`src/rtl/instr_pkg.sv`:
```
// Shared definitions for the program sequencer and the CPU instruction decoder.
// Instruction word layout is {opcode[11:8], data[7:0]}.
package instr_pkg;

  typedef enum logic [1:0] {
    IDLE  = 2'd0,
    RUN   = 2'd1,
    DRAIN = 2'd2,
    DONE  = 2'd3
  } seq_state_e;

  localparam logic [3:0]  OPC_HALT     = 4'hF;
  localparam logic [11:0] NOP_WORD_DEF = 12'h000;

  localparam int OPC_MSB  = 11;
  localparam int OPC_LSB  = 8;
  localparam int DATA_MSB = 7;
  localparam int DATA_LSB = 0;

  function automatic logic is_halt(input logic [11:0] word);
    return (word[OPC_MSB:OPC_LSB] == OPC_HALT);
  endfunction

endpackage

```
`src/rtl/prog_ram.sv`:
```
// Program store: synchronous write, registered read. A write to the address
// being read is forwarded so the fresh word is visible on the next cycle.
module prog_ram #(
  parameter int DEPTH = 16,
  parameter int AW    = 4,
  parameter int W     = 12
) (
  input  logic          clk,
  input  logic          we,
  input  logic [AW-1:0] waddr,
  input  logic [W-1:0]  wdata,
  input  logic [AW-1:0] raddr,
  output logic [W-1:0]  rdata
);

  logic [W-1:0] mem_r [DEPTH];

  // Memory array write and registered read with write-through forwarding
  always_ff @(posedge clk) begin
    if (we) begin
      mem_r[waddr] <= wdata;
    end
    if (we && (waddr == raddr)) begin
      rdata <= wdata;
    end else begin
      rdata <= mem_r[raddr];
    end
  end

endmodule

```
`src/rtl/instr_sequencer.sv`:
```
// Issues a host-loaded program to the mini CPU one word per clock and
// captures the CPU result/overflow behind each issued word.
module instr_sequencer
  import instr_pkg::*;
#(
  parameter int          DEPTH    = 16,
  parameter int          AW       = 4,
  parameter logic [11:0] NOP_WORD = NOP_WORD_DEF
) (
  input  logic          Clock,
  input  logic          CLR_n,
  input  logic          WrEn,
  input  logic [AW-1:0] WrAddr,
  input  logic [11:0]   WrData,
  input  logic [AW:0]   Len,
  input  logic          Start,
  input  logic          Stop,
  input  logic [7:0]    CpuOut,
  input  logic          CpuOv,
  output logic [11:0]   In,
  output logic          Valid,
  output logic [AW-1:0] PC,
  output logic          Busy,
  output logic          Done,
  output logic [7:0]    Result,
  output logic          OvSticky
);

  localparam logic [AW:0]   LEN_MAX  = (AW+1)'(DEPTH);
  localparam logic [AW:0]   LEN_ONE  = (AW+1)'(1);
  localparam logic [AW:0]   LEN_ZERO = (AW+1)'(0);
  localparam logic [AW-1:0] PC_ZERO  = AW'(0);
  localparam logic [AW-1:0] PC_ONE   = AW'(1);
  localparam logic [AW-1:0] PC_TWO   = AW'(2);

  seq_state_e    state_r, state_nxt_s;
  logic [AW-1:0] pc_r, pc_nxt_s, raddr_s;
  logic [11:0]   in_r, in_nxt_s, rdata_s;
  logic          valid_r, valid_nxt_s, busy_r, done_r, ovsticky_r;
  logic          we_s, start_s, last_s;
  logic [7:0]    result_r;
  logic [AW:0]   len_eff_s;

  // The RAM always holds the word after the one on In (prefetch), so
  // raddr tracks the next PC plus one.
  prog_ram #(.DEPTH(DEPTH), .AW(AW), .W(12)) u_prog_ram (
    .clk  (Clock),
    .we   (we_s),
    .waddr(WrAddr),
    .wdata(WrData),
    .raddr(raddr_s),
    .rdata(rdata_s)
  );

  // Clamp the program length to the memory depth
  always_comb begin
    if (Len > LEN_MAX) begin
      len_eff_s = LEN_MAX;
    end else begin
      len_eff_s = Len;
    end
  end

  assign last_s = ({1'b0, pc_r} == (len_eff_s - LEN_ONE));

  // Next-state, next-output and RAM control decode
  always_comb begin
    state_nxt_s = state_r;
    pc_nxt_s    = pc_r;
    in_nxt_s    = NOP_WORD;
    valid_nxt_s = 1'b0;
    raddr_s     = PC_ZERO;
    we_s        = 1'b0;
    start_s     = 1'b0;
    case (state_r)
      IDLE: begin
        we_s = WrEn;
        if (Start && !WrEn) begin
          start_s  = 1'b1;
          pc_nxt_s = PC_ZERO;
          if (len_eff_s == LEN_ZERO) begin
            state_nxt_s = DONE;
          end else if (is_halt(rdata_s)) begin
            state_nxt_s = DRAIN;
          end else begin
            state_nxt_s = RUN;
            in_nxt_s    = rdata_s;
            valid_nxt_s = 1'b1;
            raddr_s     = PC_ONE;
          end
        end else begin
          state_nxt_s = IDLE;
        end
      end
      RUN: begin
        if (Stop || last_s || is_halt(rdata_s)) begin
          state_nxt_s = DRAIN;
        end else begin
          pc_nxt_s    = pc_r + PC_ONE;
          in_nxt_s    = rdata_s;
          valid_nxt_s = 1'b1;
          raddr_s     = pc_r + PC_TWO;
        end
      end
      DRAIN:   state_nxt_s = DONE;
      DONE:    state_nxt_s = IDLE;
      default: state_nxt_s = IDLE;
    endcase
  end

  // State register and registered issue/status outputs
  always_ff @(posedge Clock) begin
    if (!CLR_n) begin
      state_r <= IDLE;
      pc_r    <= PC_ZERO;
      in_r    <= NOP_WORD;
      valid_r <= 1'b0;
      busy_r  <= 1'b0;
      done_r  <= 1'b0;
    end else begin
      state_r <= state_nxt_s;
      pc_r    <= pc_nxt_s;
      in_r    <= in_nxt_s;
      valid_r <= valid_nxt_s;
      busy_r  <= (state_nxt_s == RUN) || (state_nxt_s == DRAIN);
      done_r  <= (state_nxt_s == DONE);
    end
  end

  // Capture CPU result behind every issued word; a Start clears it
  always_ff @(posedge Clock) begin
    if (!CLR_n) begin
      result_r   <= 8'h00;
      ovsticky_r <= 1'b0;
    end else if (start_s) begin
      result_r   <= 8'h00;
      ovsticky_r <= 1'b0;
    end else if (valid_r) begin
      result_r   <= CpuOut;
      ovsticky_r <= ovsticky_r | CpuOv;
    end else begin
      result_r   <= result_r;
      ovsticky_r <= ovsticky_r;
    end
  end

  assign In       = in_r;
  assign Valid    = valid_r;
  assign PC       = pc_r;
  assign Busy     = busy_r;
  assign Done     = done_r;
  assign Result   = result_r;
  assign OvSticky = ovsticky_r;

endmodule

```
`config.mk`:
```
export PLATFORM = sky130hd
export DESIGN_NAME = instr_sequencer
export DESIGN_NICKNAME = d
export VERILOG_FILES = /design/src/rtl/instr_pkg.sv /design/src/rtl/prog_ram.sv /design/src/rtl/instr_sequencer.sv
export SDC_FILE = /design/constraint.sdc
export NUM_CORES = 1
export LEC_CHECK = 0
export ABC_AREA = 0
export CORE_MARGIN = 2
export CORE_UTILIZATION = 60
export DETAILED_ROUTE_END_ITERATION = 6
export GPL_TIMING_DRIVEN = 0
export PLACE_DENSITY = 0.81
export SYNTH_ARGS = -nofsm -noshare
export SYNTH_HDL_FRONTEND = slang
export SYNTH_SLANG_ARGS = --single-unit
```
`constraint.sdc`:
```
create_clock -name Clock -period 6.4 [get_ports Clock]
set_input_delay 1.28 -clock Clock [delete_from_list [all_inputs] [get_ports Clock]]
set_output_delay 1.28 -clock Clock [all_outputs]
set_load 0.02 [all_outputs]
```
# == Word-level counts from Yosys, hierarchy flattened ==
# Memory sizes are Yosys's and may differ from the RTL's. A register that Yosys moved wholly into a read port is not among the register bits.
# Index checks and enable logic that the tools add are counted.
# word_totals
reg_bits,30
ram_bits,192
inputBits,35
out_inout_bits,28
n_memories,1
# mem_list
name,words,width,read_ports,rd_ports_with_merged_regs,wr,line,rtl
u_prog_ram.mem_r,16,12,1,1,1,prog_ram.sv:16,logic [W-1:0] mem_r [DEPTH];
# classes
n_addsub,3
order_cmp,1
n_eq_ne,10
mux,29
n_bitwise,2
reduce_logical,10
# ops
operator,n
2-to-1 mux 12 bit,4
case mux 12 bit (2 select lines),1
case mux 4 bit (2 select lines),2
2-to-1 mux 1 bit,12
2-to-1 mux 4 bit,3
== test 2 bit (second input constant),4
2-to-1 mux 2 bit,4
case mux 2 bit (4 select lines),1
== test 4 x 5 -> 1 bit,1
greater-than comparator 5 bit (second input constant),1
zero test 5 bit,1
2-to-1 mux 5 bit,1
subtractor 5 x 1 -> 5 bit (second input constant),1
adder 4 x 1 -> 4 bit (second input constant),1
adder 4 x 2 -> 4 bit (second input constant),1
== test 2 x 1 -> 1 bit (second input constant),2
== test 4 bit (second input constant),1
!= test 2 bit (second input constant),2
logical OR 1 bit,3
AND reduction 3 bit,1
zero test 2 bit,1
case mux 1 bit (2 select lines),1
nonzero test 2 bit,1
OR reduction 2 bit,1
other kinds (4),4

# == Depth between registers and ports, before layout ==
# depth
depth_word,10
depth_mapped,11

# == By module ==
# Synthesis repeated with hierarchy kept, for this count alone.
# unflattened
hier_cells,467
area_unflattened_um2,8758.4
# by_module_without_submodules
mod,n_inst,cells_each,area_per_inst_um2
prog_ram,1,321,7439.6
instr_sequencer,1,146,1318.8

# == Least setup slack after synthesis ==
# No wires, ideal clock.
# synth_path
path_type,input port to flip-flop
startpoint,input Len[4]
endpoint,"register busy_r, in the netlist Busy"
t_arrival_ps,3366
t_required_ps,6285
slack_ps,2919
path_stages,10
n_path_buf,0
path_cell_list,nand2b_1 > ha_1 > xnor2_1 > xnor2_1 > or4_1 > o21ai_1 > a21o_1 > nand2_1 > ha_1 > and2_1
# synth_between
elab_chain_len,10
# synth_rtl
item,line,rtl
"start, declared",instr_sequencer.sv:15,"input logic [AW:0] Len,"
greater-than comparator 5 bit,instr_sequencer.sv:57,if (Len > LEN_MAX) begin
2-to-1 mux 5 bit *,instr_sequencer.sv:57,
subtractor 5 x 1 -> 5 bit,instr_sequencer.sv:64,"assign last_s = ({1'b0, pc_r} == (len_eff_s - LEN_ONE));"
== test 4 x 5 -> 1 bit,instr_sequencer.sv:64,
logical OR 1 bit (2 in a row),instr_sequencer.sv:96,if (Stop || last_s || is_halt(rdata_s)) begin
2-to-1 mux 2 bit,instr_sequencer.sv:96,
case mux 2 bit (4 select lines) *,instr_sequencer.sv:75,case (state_r)
== test 2 x 1 -> 1 bit / == test 2 bit (equally long branches),instr_sequencer.sv:125,busy_r <= (state_nxt_s == RUN) || (state_nxt_s == DRAIN);
logical OR 1 bit *,instr_sequencer.sv:125,
"end signal, assigned",instr_sequencer.sv:125,
"end, declared",instr_sequencer.sv:39,"logic valid_r, valid_nxt_s, busy_r, done_r, ovsticky_r;"
# Every way passes the cells marked *; elsewhere a longest branch is shown, timed or not.
# A chain may end at the register's enable or synchronous reset.

# == Worst setup path in the final report ==
# Same ends and word-level chain as after synthesis.

==> metrics.txt <==
status=finished clean; WS Path Type=input pin to flip-flop; final period utilization=59.38%; maximum vdd ir drop=0.2397 mV; Clock Sinks=226; crit path cell chain=clkdlybuf4s50_1, nand2b_1, ha_1, xnor2_1, xnor2_1, or4_1, o21ai_1, a21o_1, nand2_1, ha_1, and2_1; worst min-delay path class=flip-flop to flip-flop; CTS Buf Count=22; # IOs=63; CP Capture Type=flip-flop; first-pass GRT wire length=27190 um; Leak=3.295 nW; CTS clk-pin slew, worst paths=0.06 ns; H-tree levels=1; max frequency=0.2631 GHz; GRT Total Usage=25.19%; First DRT Iteration DRCs=509; initial antenna violation count=0; final hold vios=0; Die H=123.9 um; die area=0.01535 mm2; vias in the first global route=4647; mapped cell area=0.008625 mm2; Antenna diodes=0; Post-Syn Instances=439; 1st-pass router iterations=5; Post-CTS Hold Fix Bufs=0; PnR Total Power=3.157 mW; DRC Markers=0; Max Cap Viol=0; maximum fanout along the worst path=8; Routed Antenna Nets=0; post-synthesis sequential area ratio=74.74%; DP HPWL=10700 um; Yosys reg bits=226; final setup vio count=0; final wirelength=18750 um; sum of negative setup slack=0 ns; Power Dens Cells=305.5 mW/mm2; grt ovf=0; post-CTS sizing=0; critical path arrival=4.19 ns; Setup Skew=0.01389 ns; layout cell share with drive strength beyond 1=20.58%; RSZ-0062 raised after global routing=no; Slowest-stage cell, CP=or4_1; Die X=123.9 um; Worst EP required=6.79 ns; crit-path max cell delay=0.53 ns; buffers and inverters on the worst path=1; I/O Buffers=62; TritonCTS clock tree=done; routed via count=4635; syn_nets=478; routability cong.=0.8497; Site Rows=43; Final Max Slew Viols=0; Netlist cell types=38; Tightest Pin Transition=1.347 ns; Layout Nets=572; Placeable Area=0.01393 mm2; DR vias/cell=6.358; Initial Utilization=61.89%; Crit path max-delay family=simple AND/OR/NAND/NOR gates; setup bufs post-CTS=0; Worst slew margin=9.881%; worst skew pair latency=0.50 ns; Yosys warnings=0; Max clock buf depth=3; syn_area_per_cell=19.65 um2; startpoint types=input pin; post-layout minimum cycle time=3.800 ns; Area Overhead vs Synth=19.83%; DR WL/cell=25.72 um; root buffer cell=clkbuf_16; largest net degree at the start of global routing=17
## placed cells by master (no fill, tap or decap), types with 4 or more instances in the layout
master	count
a21oi_1	7
a22oi_1	4
and2_1	14
buf_2	5
buf_6	6
buf_8	4
clkbuf_1	14
clkbuf_16	23
clkdlybuf4s50_1	62
clkinv_1	4
clkinv_2	5
dfxtp_1	34
edfxtp_1	192
ha_1	4
inv_1	6
mux2i_1	9
mux4_2	56
nand2_1	13
nand2b_1	5
nand3_1	11
nor2_1	23
nor2_2	6
nor2b_1	4
nor3_2	4
xnor2_1	5
## final cells by class
class	instances	area, um2
sequential	226	6446
inverter	6	22.52
fill	725	3600
buffer	16	81.33
tap	180	225.2
clock inverter	12	130.1
multi-input combinational	191	2110
timing repair buffer	70	725.7
clock buffer	28	594.3
## sequential cells by signal, indices dropped and copies added (netlist names), named ones only
name / cells
PC: 4
u_prog_ram.mem_r: 192
OvSticky: 1
Valid: 1
Result: 8
Busy: 1
Done: 1
state_r: 2
In: 12
## report_power, final
group | internal [mW] | switching [mW]
clock | 0.776 | 0.513
sequential | 1.62 | 0.0105
combinational | 0.110 | 0.123
total | 2.51 | 0.646
## path summary, 6_finish.rpt
path / start / depth (start not counted) / endpoint / slack, ns
max: Len[4] / 11 / Busy$_SDFF_PN0_ / 2.60
min: Result[0]$_SDFFE_PP0P_ / 2 / Result[0]$_SDFFE_PP0P_ / 0.49
max reg2reg: flip-flop / 8 / In[1]$_SDFF_PN0_ / 3.50
min reg2reg: Result[0]$_SDFFE_PP0P_ / 2 / Result[0]$_SDFFE_PP0P_ / 0.49
## cells by family after synthesis
kind of cell | after synthesis | share of synthesized area (%)
flip-flops | 226 | 74.74
AND/OR/NAND/NOR | 93 | 5.513
multiplexers | 65 | 15.67
AO/OA/AOI/OAI | 23 | 1.683
buffers and inverters | 22 | 1.204
XOR/XNOR | 6 | 0.6093
adder cells (fa/ha/maj) | 4 | 0.5803
## cell usage after synthesis
cell type	instances	area, um2
o21ai_0	3	15.01
dfxtp_1	34	680.7
a211oi_1	1	7.510
inv_1	6	22.52
or4_1	3	22.52
nor4_1	1	6.260
a31oi_1	1	6.260
buf_6	2	22.52
mux4_2	56	1261
o21ai_1	1	5.000
o21a_1	1	7.510
a21o_1	1	7.510
ha_1	4	50.05
o31ai_1	2	15.01
nand2_1	13	48.80
nand3b_1	1	7.510
and2_1	14	87.58
nand4_1	1	6.260
or3_1	2	12.51
buf_2	5	25.02
o31a_1	1	8.760
and4_4	1	11.26
o211ai_1	1	7.510
nor4b_1	1	8.760
a21oi_1	7	35.03
nor3_1	5	25.02
xnor2_1	5	43.79
mux2i_1	9	90.09
or4b_1	1	10.01
nand3_1	11	55.05
edfxtp_1	192	5766
clkbuf_1	9	33.78
a22oi_1	4	30.03
xor2_1	1	8.760
nor2b_1	4	25.02
nor2_1	29	108.9
nand4b_1	1	8.760
nand2b_1	5	31.28
## tightest hold or removal path, stage by stage (launching register included)
cell     delay (ns)
dfxtp_1        0.33
mux2i_1        0.06
nor2_1         0.07
## layer usage
metal  vias up  global-route usage (%)  share of wire, %
li1       1973                       -                 -
met1      2294                   31.49                36
met2       302                   43.41                51
met3        66                   4.487               8.6
met4         0                   11.52               4.0
met5         -                       0                 0
## through the flow
stage / instance area (um2) / hold WS, ns / instances / worst slack, ns / utilization (%)
2_1_floorplan: 8625 / 0.5520 / 439 / 2.919 / -
3_3_place_gp: 9470 / 0.4481 / 681 / 1.907 / 67.96
3_5_place_dp: 9550 / 0.4772 / 685 / 2.141 / 68.54
4_1_cts: 10270 / 0.4906 / 725 / 2.636 / 73.74
5_1_grt: 10330 / 0.5117 / 729 / 2.437 / 74.17
6_report: 10330 / 0.4943 / 729 / 2.600 / 74.17
Power figures use the tool's default switching activity.
